<file path="config.mk">
export PLATFORM = sky130hd
export DESIGN_NAME = serial_adder_flat
export DESIGN_NICKNAME = d
export VERILOG_FILES = /design/src/rtl/serial_adder_if.sv /design/src/rtl/serial_adder.sv /design/src/flat_wrapper.sv
export SDC_FILE = /design/constraint.sdc
export NUM_CORES = 1
export LEC_CHECK = 0
export BUFFER_PORTS_ARGS = -buffer_cell sky130_fd_sc_hd__clkbuf_2
export CORE_ASPECT_RATIO = 0.5
export CORE_UTILIZATION = 53
export CTS_CLUSTER_SIZE = 30
export DETAILED_ROUTE_END_ITERATION = 10
export MAX_ROUTING_LAYER = met4
export PLACE_DENSITY = 0.76
export SETUP_SLACK_MARGIN = 0.15
export SLEW_MARGIN = 20
export SYNTH_ARGS = -nofsm -noshare
export SYNTH_HDL_FRONTEND = slang
export SYNTH_SLANG_ARGS = --single-unit
</file>
<file path="constraint.sdc">
create_clock -name clk -period 2.1 [get_ports clk]
set_clock_uncertainty 0.2 [all_clocks]
set_input_delay 0.42 -clock clk [delete_from_list [all_inputs] [get_ports clk]]
set_output_delay 0.42 -clock clk [all_outputs]
set_load 0.005 [all_outputs]
</file>
<file path="src/rtl/serial_adder_if.sv">
// Operand/result bundle for the bit-serial adder: request side plus registered result.
interface serial_adder_if #(
    parameter int WIDTH = 8
);
    logic             start;
    logic [WIDTH-1:0] a;
    logic [WIDTH-1:0] b;
    logic             cin;
    logic             busy;
    logic             done;
    logic [WIDTH-1:0] sum;
    logic             cout;

    modport master (output start, a, b, cin, input busy, done, sum, cout);
    modport slave  (input start, a, b, cin, output busy, done, sum, cout);
endinterface

</file>
<file path="src/rtl/serial_adder.sv">
// Bit-serial WIDTH-bit adder: one fulladder slice, a carry flop closing the loop,
// LSB-first shifting, one add every WIDTH+1 cycles.
module fulladder (
    input  logic a,
    input  logic b,
    input  logic cin,
    output logic s,
    output logic c
);
    assign s = a ^ b ^ cin;
    assign c = (a & b) | (a & cin) | (b & cin);
endmodule

module serial_adder #(
    parameter int WIDTH = 8
) (
    input logic          clk,
    input logic          rst,
    serial_adder_if.slave bus
);
    localparam int CNT_W = $clog2(WIDTH);
    localparam logic [CNT_W-1:0] LAST = CNT_W'(WIDTH - 1);

    typedef enum logic [1:0] {IDLE, SHIFT, DONE} state_t;

    state_t           state, state_nxt;
    logic [WIDTH-1:0] a_sr, b_sr;
    logic [WIDTH-2:0] r_sr;
    logic [WIDTH-1:0] r_nxt;
    logic             c_ff;
    logic [CNT_W-1:0] cnt;
    logic [WIDTH-1:0] sum_q;
    logic             cout_q;
    logic             fa_s, fa_c;
    logic             load;

    fulladder u_fa (.a(a_sr[0]), .b(b_sr[0]), .cin(c_ff), .s(fa_s), .c(fa_c));

    // Only WIDTH-1 partial bits need storing; the last bit comes straight from the slice.
    assign r_nxt = {fa_s, r_sr};
    assign load  = (state == IDLE || state == DONE) && bus.start;

    always_ff @(posedge clk or posedge rst) begin
        if (rst) state <= IDLE;
        else     state <= state_nxt;
    end

    always_comb begin
        state_nxt = state;
        case (state)
            IDLE:    if (bus.start) state_nxt = SHIFT;
            SHIFT:   if (cnt == LAST) state_nxt = DONE;
            DONE:    state_nxt = bus.start ? SHIFT : IDLE;
            default: state_nxt = IDLE;
        endcase
    end

    always_ff @(posedge clk or posedge rst) begin
        if (rst) begin
            a_sr   <= '0;
            b_sr   <= '0;
            r_sr   <= '0;
            c_ff   <= 1'b0;
            cnt    <= '0;
            sum_q  <= '0;
            cout_q <= 1'b0;
        end else if (load) begin
            a_sr <= bus.a;
            b_sr <= bus.b;
            c_ff <= bus.cin;
            cnt  <= '0;
        end else if (state == SHIFT) begin
            a_sr <= a_sr >> 1;
            b_sr <= b_sr >> 1;
            r_sr <= r_nxt[WIDTH-1:1];
            c_ff <= fa_c;
            if (cnt == LAST) begin
                sum_q  <= r_nxt;
                cout_q <= fa_c;
            end else begin
                cnt <= cnt + 1'b1;
            end
        end
    end

    assign bus.busy = (state == SHIFT);
    assign bus.done = (state == DONE);
    assign bus.sum  = sum_q;
    assign bus.cout = cout_q;
endmodule

</file>
<file path="src/flat_wrapper.sv">
// flat-port wrapper written by rule: the top's interface ports become plain ports
module serial_adder_flat 
#(
    parameter int WIDTH = 8
)
  (clk, rst, bus_start, bus_a, bus_b, bus_cin, bus_busy, bus_done, bus_sum, bus_cout);
  serial_adder_if #(.WIDTH(WIDTH)) bus_i ();
  input logic clk;
  input logic rst;
  input wire logic [$bits(bus_i.start)-1:0] bus_start;
  input wire logic [$bits(bus_i.a)-1:0] bus_a;
  input wire logic [$bits(bus_i.b)-1:0] bus_b;
  input wire logic [$bits(bus_i.cin)-1:0] bus_cin;
  output wire logic [$bits(bus_i.busy)-1:0] bus_busy;
  output wire logic [$bits(bus_i.done)-1:0] bus_done;
  output wire logic [$bits(bus_i.sum)-1:0] bus_sum;
  output wire logic [$bits(bus_i.cout)-1:0] bus_cout;
  assign bus_i.start = bus_start;
  assign bus_i.a = bus_a;
  assign bus_i.b = bus_b;
  assign bus_i.cin = bus_cin;
  assign bus_busy = bus_i.busy;
  assign bus_done = bus_i.done;
  assign bus_sum = bus_i.sum;
  assign bus_cout = bus_i.cout;
  serial_adder #(.WIDTH(WIDTH)) u_core (.clk(clk), .rst(rst), .bus(bus_i));
endmodule
</file>
======== After elaboration in Yosys (flattened, before gate mapping) ========
Index checks and enable logic that the tools add are counted.
storage, ports and cells
  word-level logic and storage cells ...... 44
  input port bits ......................... 20
  flip-flop bits (word level) ............. 38
operators by class
  mux-type cells .......................... 13
  eq/ne operators ......................... 6
  add/subtract/negate cells ............... 1
  reduce and logical (&&, ||, !) cells .... 8
  bitwise gates (word level) .............. 8
operator list
  cell                 count
  $mux 8               4
  $mux 3               3
  $pmux 2 s3           1
  $reduce_and 2->1     3
  $mux 2               2
  $ne 2x1->1 const B   2
  $add 3x1->3 const B  1
  $and 1x1->1          3
  $eq 3x3->1 const B   1
  $mux 1               3
  $reduce_and 3->1     1
  $eq 2x1->1 const B   1
  $eq 2x2->1 const B   1
  $logic_not 2->1      1
  $ne 2x2->1 const B   1
  $or 1x1->1           2
  $reduce_bool 2->1    1
  $xor 1x1->1          2
  $logic_and 1x1->1    1
  $logic_or 1x1->1     1
  $not 1->1            1

======== Depth between registers and ports, before layout ========
Gate-level depths: netlist of the first run.
  word-level depth ........................ 5
  mapped depth ............................ 6

======== Modules after synthesis ========
From an unflattened synthesis of the first run, not the netlist that was laid out.
unflattened totals
  cells, all modules ...................... 149
  area, all modules ....................... 1,664.1 um^2
by module, submodules not included
  module        area an instance (um^2)  cells each  instances  sequential area each (um^2)
  serial_adder  1,644.1                  148         1          950.9
  fulladder     20.0                     1           1          0.0

======== Worst setup path before layout of the first run ========
OpenSTA, ideal clock, no wires.
  kind .................................... register -> register
  start point ............................. register u_core.cnt[0]
  end point ............................... register u_core.cnt[0]
  data required time ...................... 1.773 ns
  stages on the path, launching flop included .. 6
  library setup time ...................... 0.127 ns
  slack ................................... 0.418 ns
  data arrival time ....................... 1.355 ns
  path through ............................ dfrtp_1 > ha_1 > ha_1 > or3b_1 > nand3_1 > o21ai_0
between the ends
  word-level cells in the longest chain between the ends .. 4
ends and longest elaborated chain
  element                 line                source
  start, declared         serial_adder.sv:31  logic [CNT_W-1:0] cnt;
  start signal, assigned  serial_adder.sv:81  cnt <= cnt + 1'b1;
  $add 3x1->3             serial_adder.sv:81
  $mux 3                  serial_adder.sv:77  if (cnt == LAST) begin
  $mux 3                  serial_adder.sv:72  end else if (state == SHIFT) begin
  $mux 3                  serial_adder.sv:67  end else if (load) begin
Several ways; a longest one is shown, not always the timed one. The select of a mux whose other input is x is not followed.
A chain may end at the register's enable or synchronous reset.

======== Worst setup path in the final report of the first run ========
  start point ............................. register u_core.state[0]
  end point ............................... output port bus_done
between the ends
  word-level cells in the longest chain between the ends .. 1
ends and longest elaborated chain
  element                 line                source
  start, declared         serial_adder.sv:26  state_t state, state_nxt;
  start signal, assigned  serial_adder.sv:45  else state <= state_nxt;
  $eq 2x2->1              serial_adder.sv:87  assign bus.done = (state == DONE);
  end, declared           flat_wrapper.sv:15  output wire logic [$bits(bus_i.done)-1:0] bus_done;
No other way between the ends.

==> results_dict.tcl, run 1 <==
set metrics [dict create \
    finalNetCount 209 \
    setup_violations 0 \
    cts_made_buffers 5 \
    grt_pass1_wl_um 5320 \
    rsz0062_at_grt "false" \
    worstSetupStartpointType "flip-flop" \
    cts_tree "built" \
    initial_core_util 0.567 \
    ys_warn_count 0 \
    yosysUniqueCellTypes 26 \
    power_leakage_nw 1.01 \
    hold_path.class "in2async" \
    ioPinCount 31 \
    clk_latency_ns 0.29 \
    timing.fmax_mhz 547 \
    max_cap_violations 0 \
    tns_ns 0 \
    vias_per_cell 5.24 \
    ant_nets 0 \
    drive_gt1_frac 0.290 \
    die_w_um 82.8 \
    cts_buffer_depth 2 \
    fp.dieH_um 42.4 \
    die-area_um2 3510 \
    cts_resized 0 \
    syn2layout_area_growth_pct 14.6 \
    grt_pass1_vias 1158 \
    pre_cts_slack_ns 0.330 \
    core_region_area_um2 3050 \
    drt-initial-drc-count 65 \
    pwr-share-comb 0.372 \
    wl_um 3200 \
    worst_slew_pin_slew_ns 0.491 \
    post_cts_buffers 0 \
    power.net_switching_w 0.00105 \
    grt_overflow 0 \
    grt_use_total 0.220 \
    avgSynthCellArea_um2 11.2 \
    portBuffers 30 \
    drc 0 \
    slew_viol_final 0 \
    antenna_cells 0 \
    antenna_found_initial 0 \
    fin_ws_ns 0.270 \
    synth_area_um2 1730 \
    p_clk_frac 0.165 \
    internal-power_w 0.00181 \
    p_seq_frac 0.463 \
    cts_root_buffer "clkbuf_8" \
    pwr_density_cell_nw_per_um2 1440 \
    seq_area_frac_synth 0.550 \
    cts_sinks 38 \
    vias 1184 \
    dr.pass1.iters 4 \
    worstSetupPathType "reg2out" \
    num_rows 14 \
    slew_headroom 0.673 \
    path_clk_slew_ns 0.07 \
    crit_fanout 11 \
    hpwlAfterDp_um 2200 \
    wl_per_cell_um 14.2 \
    cts_hold_buf 0 \
    arrival_ns 1.21 \
    switching_share 0.367 \
    ir_drop_uv 817 \
    syn_nets 177 \
    min_period_over_period 0.871 \
    h-tree-depth 2 \
    endpoint_kind "output port" \
    status "finished, final reports clean" \
    period_minus_slack_ns 1.83 \
    cp.required_ns 1.48 \
    place_congestion 0.713 \
    grt_max_degree 39 \
    finalHoldViolCount 0 \
    ys_seq_elements 38 \
    syn_inst 154 \
]
-- cell usage after synthesis (all sizes together) --
library cell   n  share of area
fa             1          0.012
dfrtp         38           0.55
nor2b          7          0.025
nand2         27          0.068
ha             2          0.014
o21ai          1         0.0029
nor2           2         0.0043
a211oi         5          0.022
clkbuf         2         0.0043
or3b           1         0.0051
mux2i          5          0.029
a21oi         15          0.043
inv           13          0.035
o22ai         10          0.036
a22o           2          0.010
o211ai         2         0.0087
buf            6          0.026
a21o           1         0.0043
nand3          3         0.0087
mux2           9          0.078
nand2b         2          0.012
-- routing by layer --
metal  vias to the layer above  GRT usage  routed length (µm)
met5                         -          -                   0
met3                         5     0.0783                 134
met4                         0     0.0621                  19
met1                       567      0.278                1520
li1                        589          -                   -
met2                        23      0.336                1530
-- critical path: stages (launching register included) --
cell and delay, ns:
dfrtp_2 0.49, buf_4 0.20, nor2b_1 0.11, clkbuf_2 0.12
-- worst paths after layout --
path / startpoint / to / slack [ns] / cells past startpoint
max in group asynchronous: rst / u_core.state[1]$_DFFE_PP0P_ / 1.32 / 3
max: u_core.state[0]$_DFFE_PP0P_ / bus_done / 0.27 / 3
min: rst / u_core.a_sr[6]$_DFFE_PP0P_ / 0.02 / 3
max reg2reg: u_core.cnt[0]$_DFFE_PP0P_ / u_core.cnt[0]$_DFFE_PP0P_ / 0.32 / 5
min in group clk: bus_b[7] / u_core.b_sr[7]$_DFFE_PP0P_ / 0.15 / 2
min reg2reg: u_core.r_sr[0]$_DFFE_PP0P_ / u_core.r_sr[0]$_DFFE_PP0P_ / 0.28 / 2
-- final cells by class --
class                      instances  area, µm²
multi-input combinational         95        663
inverter                          13       61.3
clock inverter                     2       10.0
timing repair buffer              33        173
clock buffer                       5       68.8
sequential                        38        953
tap                               40       50.0
fill                             241       1070
-- state kept, by name, summed over array words and instances, names as in the netlist --
name and cells:
u_core.a_sr 8, u_core.b_sr 8, u_core.bus.cout 1, u_core.bus.sum 8
u_core.c_ff 1, u_core.cnt 3, u_core.r_sr 7, u_core.state 2
-- cells in the final DEF (no fill, tap or decap), types with 2 or more instances in the layout --
cell type   n
nand2_1    26
clkinv_2    2
nor2b_1     7
ha_1        2
a22o_1      2
inv_1      12
clkbuf_8    5
mux2_4      9
dfrtp_2     2
mux2i_1     5
o211ai_1    2
o22ai_1    10
dfrtp_1    36
clkbuf_2   30
a211oi_1    5
nand3_1     3
buf_4       3
a21oi_1    15
nor2_1      2
-- power groups by stage --
stage | registers (W) | logic [W] | clock network [W]
floorplan | 0.00124 | 0.000865 | 0
detailed placement | 0.00133 | 0.00107 | 0
finish | 0.00132 | 0.00106 | 0.000473
global placement | 0.00130 | 0.00101 | 0
CTS | 0.00132 | 0.00107 | 0.000482
global route | 0.00137 | 0.00119 | 0.000523
-- logic make-up after synthesis --
kind of cell / count (synthesis) / share of synthesized area
fa+ha+maj: 3 / 0.0261
flops: 38 / 0.550
simple gates: 42 / 0.123
buf+inv: 21 / 0.0659
mux: 14 / 0.107
compound gates: 36 / 0.127
-- stage by stage --
stage	utilization	std cells	hold WS, ns	instance area, µm²	power (W)
after floorplan	-	154	0.246	1730	0.00211
after global placement	0.623	219	0.261	1900	0.00231
after detailed placement	0.623	219	0.263	1900	0.00239
after CTS	0.649	226	0.0349	1980	0.00287
after global routing	0.649	226	0.0888	1980	0.00308
final	0.649	226	0.0223	1980	0.00286
No activity file was read; power rests on OpenSTA's default activity.
==> run 2, diff against run 1 <==
CELL_PAD_IN_SITES_DETAIL_PLACEMENT = 0   (was not set)
CELL_PAD_IN_SITES_GLOBAL_PLACEMENT = 2   (was not set)
CORE_UTILIZATION = 35   (was 53)
PLACE_DENSITY = not set   (was 0.76)
PLACE_DENSITY_LB_ADDON = 0.1   (was not set)
==> run 2 against run 1 <==
  * Via count grew 2.5%
  * Fmax grew 1.3%
  * Critical endpoint unchanged
  * Critical path depth is the same
  * Non-clock buffer count grew 5
  * Final cell count grew 14%
  * Setup slack gained 0.023 ns
  * Combinational power grew 7%
  * Highest routed layer unchanged
==> results_dict.tcl, run 2 (synthesis gave the netlist of run 1 again) <==
set metrics [dict create \
    drt-initial-drc-count 38 \
    num_rows 17 \
    hold_path.class "in2async" \
    dpl.cell_count 246 \
    worst_slew_pin_slew_ns 0.539 \
    die_w_um 101 \
    internal-power_w 0.00189 \
    slew_viol_final 0 \
    path_cells "buf_4 > nor2b_1 > clkbuf_2" \
    drive_gt1_frac 0.307 \
    pwr-share-comb 0.383 \
    cts_hold_buf 0 \
    ir_drop_uv 515 \
    final_cells 258 \
    cts_sinks 38 \
    dr.pass1.iters 4 \
    status "finished, final reports clean" \
    p_seq_frac 0.435 \
    fp.dieH_um 51.7 \
    antenna_cells 0 \
    cts_buffer_depth 2 \
    layout_commonest_cell "dfrtp_1" \
    cts_tree "built" \
    final_area_um2 2060 \
    drc 0 \
    cp.required_ns 1.48 \
    power_leakage_nw 1.04 \
    dpl-instance-area_um2 1940 \
    grt_use_total 0.154 \
    grt_pass1_vias 1214 \
    path_clk_slew_ns 0.08 \
    reg2reg_to "u_core.cnt[0]$_DFFE_PP0P_" \
    p_clk_frac 0.182 \
    h-tree-depth 2 \
    syn2layout_area_growth_pct 19.5 \
    portBuffers 30 \
    ff2ff_path_depth 5 \
    power.net_switching_w 0.00105 \
    wl_per_cell_um 13.0 \
    vias_per_cell 4.71 \
    wl_um 3360 \
    die-area_um2 5240 \
    antenna_found_initial 0 \
    vias 1214 \
    setup_violations 0 \
    endpoint_kind "output port" \
    place_congestion 0.669 \
    timing.fmax_mhz 553 \
    layout_common_cells "37 x dfrtp_1, 30 x clkbuf_2, 26 x nand2_1, 15 x a21oi_1, 12 x inv_1" \
    period_minus_slack_ns 1.81 \
    grt_max_degree 39 \
    slew_headroom 0.641 \
    crit_fanout 6 \
    tns_ns 0 \
    worst-r2r-setup-slack_ns 0.31 \
    critPathTopFamily "flip-flops" \
    finalNetCount 214 \
    critPathSlowestCell "dfrtp_1" \
    ioPinCount 31 \
    hold-worst-slack_ns 0.0168 \
    arrival_ns 1.19 \
    clk_latency_ns 0.29 \
    finalHoldViolCount 0 \
    initial_core_util 0.378 \
    worstSetupPathType "reg2out" \
    min_period_over_period 0.860 \
    cpPeakStageDelay_ns 0.42 \
    switching_share 0.357 \
    critPathBufInv 2 \
    worstSetupStartpointType "flip-flop" \
    rsz0062_at_grt "false" \
    grt_overflow 0 \
    rr_startpoint "u_core.cnt[0]$_DFFE_PP0P_" \
    hpwlAfterDp_um 2190 \
    cts_made_buffers 5 \
    cts_root_buffer "clkbuf_8" \
    core_region_area_um2 4570 \
    ant_nets 0 \
    grt_pass1_wl_um 5710 \
    max_cap_violations 0 \
    pwr_density_cell_nw_per_um2 1430 \
]
[run 2: worst max-delay path by stage]
stage	slack, ns	startpoint	cells after the start	endpoint
2_1_floorplan	0.42	u_core.cnt[0]$_DFFE_PP0P_	5	u_core.cnt[0]$_DFFE_PP0P_
3_3_place_gp	0.36	u_core.cnt[0]$_DFFE_PP0P_	5	u_core.cnt[0]$_DFFE_PP0P_
3_5_place_dp	0.33	u_core.cnt[0]$_DFFE_PP0P_	5	u_core.cnt[0]$_DFFE_PP0P_
4_1_cts	0.22	u_core.state[0]$_DFFE_PP0P_	3	bus_done
5_1_grt	0.20	u_core.state[1]$_DFFE_PP0P_	3	bus_done
6_report	0.29	u_core.state[1]$_DFFE_PP0P_	3	bus_done
[run 2: cell type report]
class,count,area [µm²]
inverter,13,61.3
sequential,38,952
clock buffer,6,82.6
multi-input combinational,95,663
tap,66,82.6
fill,467,2510
timing repair buffer,38,210
clock inverter,2,12.5
[run 2: power groups by stage]
| stage | Sequential [W] | Clock [W] | Combinational, W |
|---|---|---|---|
| after global routing | 0.00134 | 0.000588 | 0.00129 |
| after detailed placement | 0.00131 | 0 | 0.00107 |
| final | 0.00128 | 0.000536 | 0.00113 |
| after CTS | 0.00130 | 0.000557 | 0.00108 |
| after floorplan | 0.00124 | 0 | 0.000865 |
| after global placement | 0.00131 | 0 | 0.00106 |
[run 2: layer usage]
metal	wire length, µm	track usage	vias to the layer above
li1	-	-	600
met1	1770	0.190	588
met2	1420	0.238	21
met3	129	0.0497	5
met4	33	0.0580	0
met5	0	-	-
[run 2: timing repair]
action                                  in CTS  in global routing
endpoints found under the setup margin       1                  1
hold endpoints to repair                     0                  0
resized for setup                            1                  0
gates cloned                                 0                  0
buffers inserted                             0                  4
[run 2: worst reg2reg max path: cells and delay by family, from the launching register on]
kind | cells | cell delay [ns]
compound gates | 1 | 0.09
fa+ha+maj | 2 | 0.46
flops | 1 | 0.40
simple gates | 2 | 0.52
[run 2: metrics by stage]
stage | total power, W | setup slack, ns | utilization
2_1_floorplan | 0.00211 | 0.418 | -
3_3_place_gp | 0.00237 | 0.362 | 0.424
3_5_place_dp | 0.00239 | 0.332 | 0.424
4_1_cts | 0.00294 | 0.223 | 0.445
5_1_grt | 0.00322 | 0.197 | 0.451
6_report | 0.00295 | 0.293 | 0.451
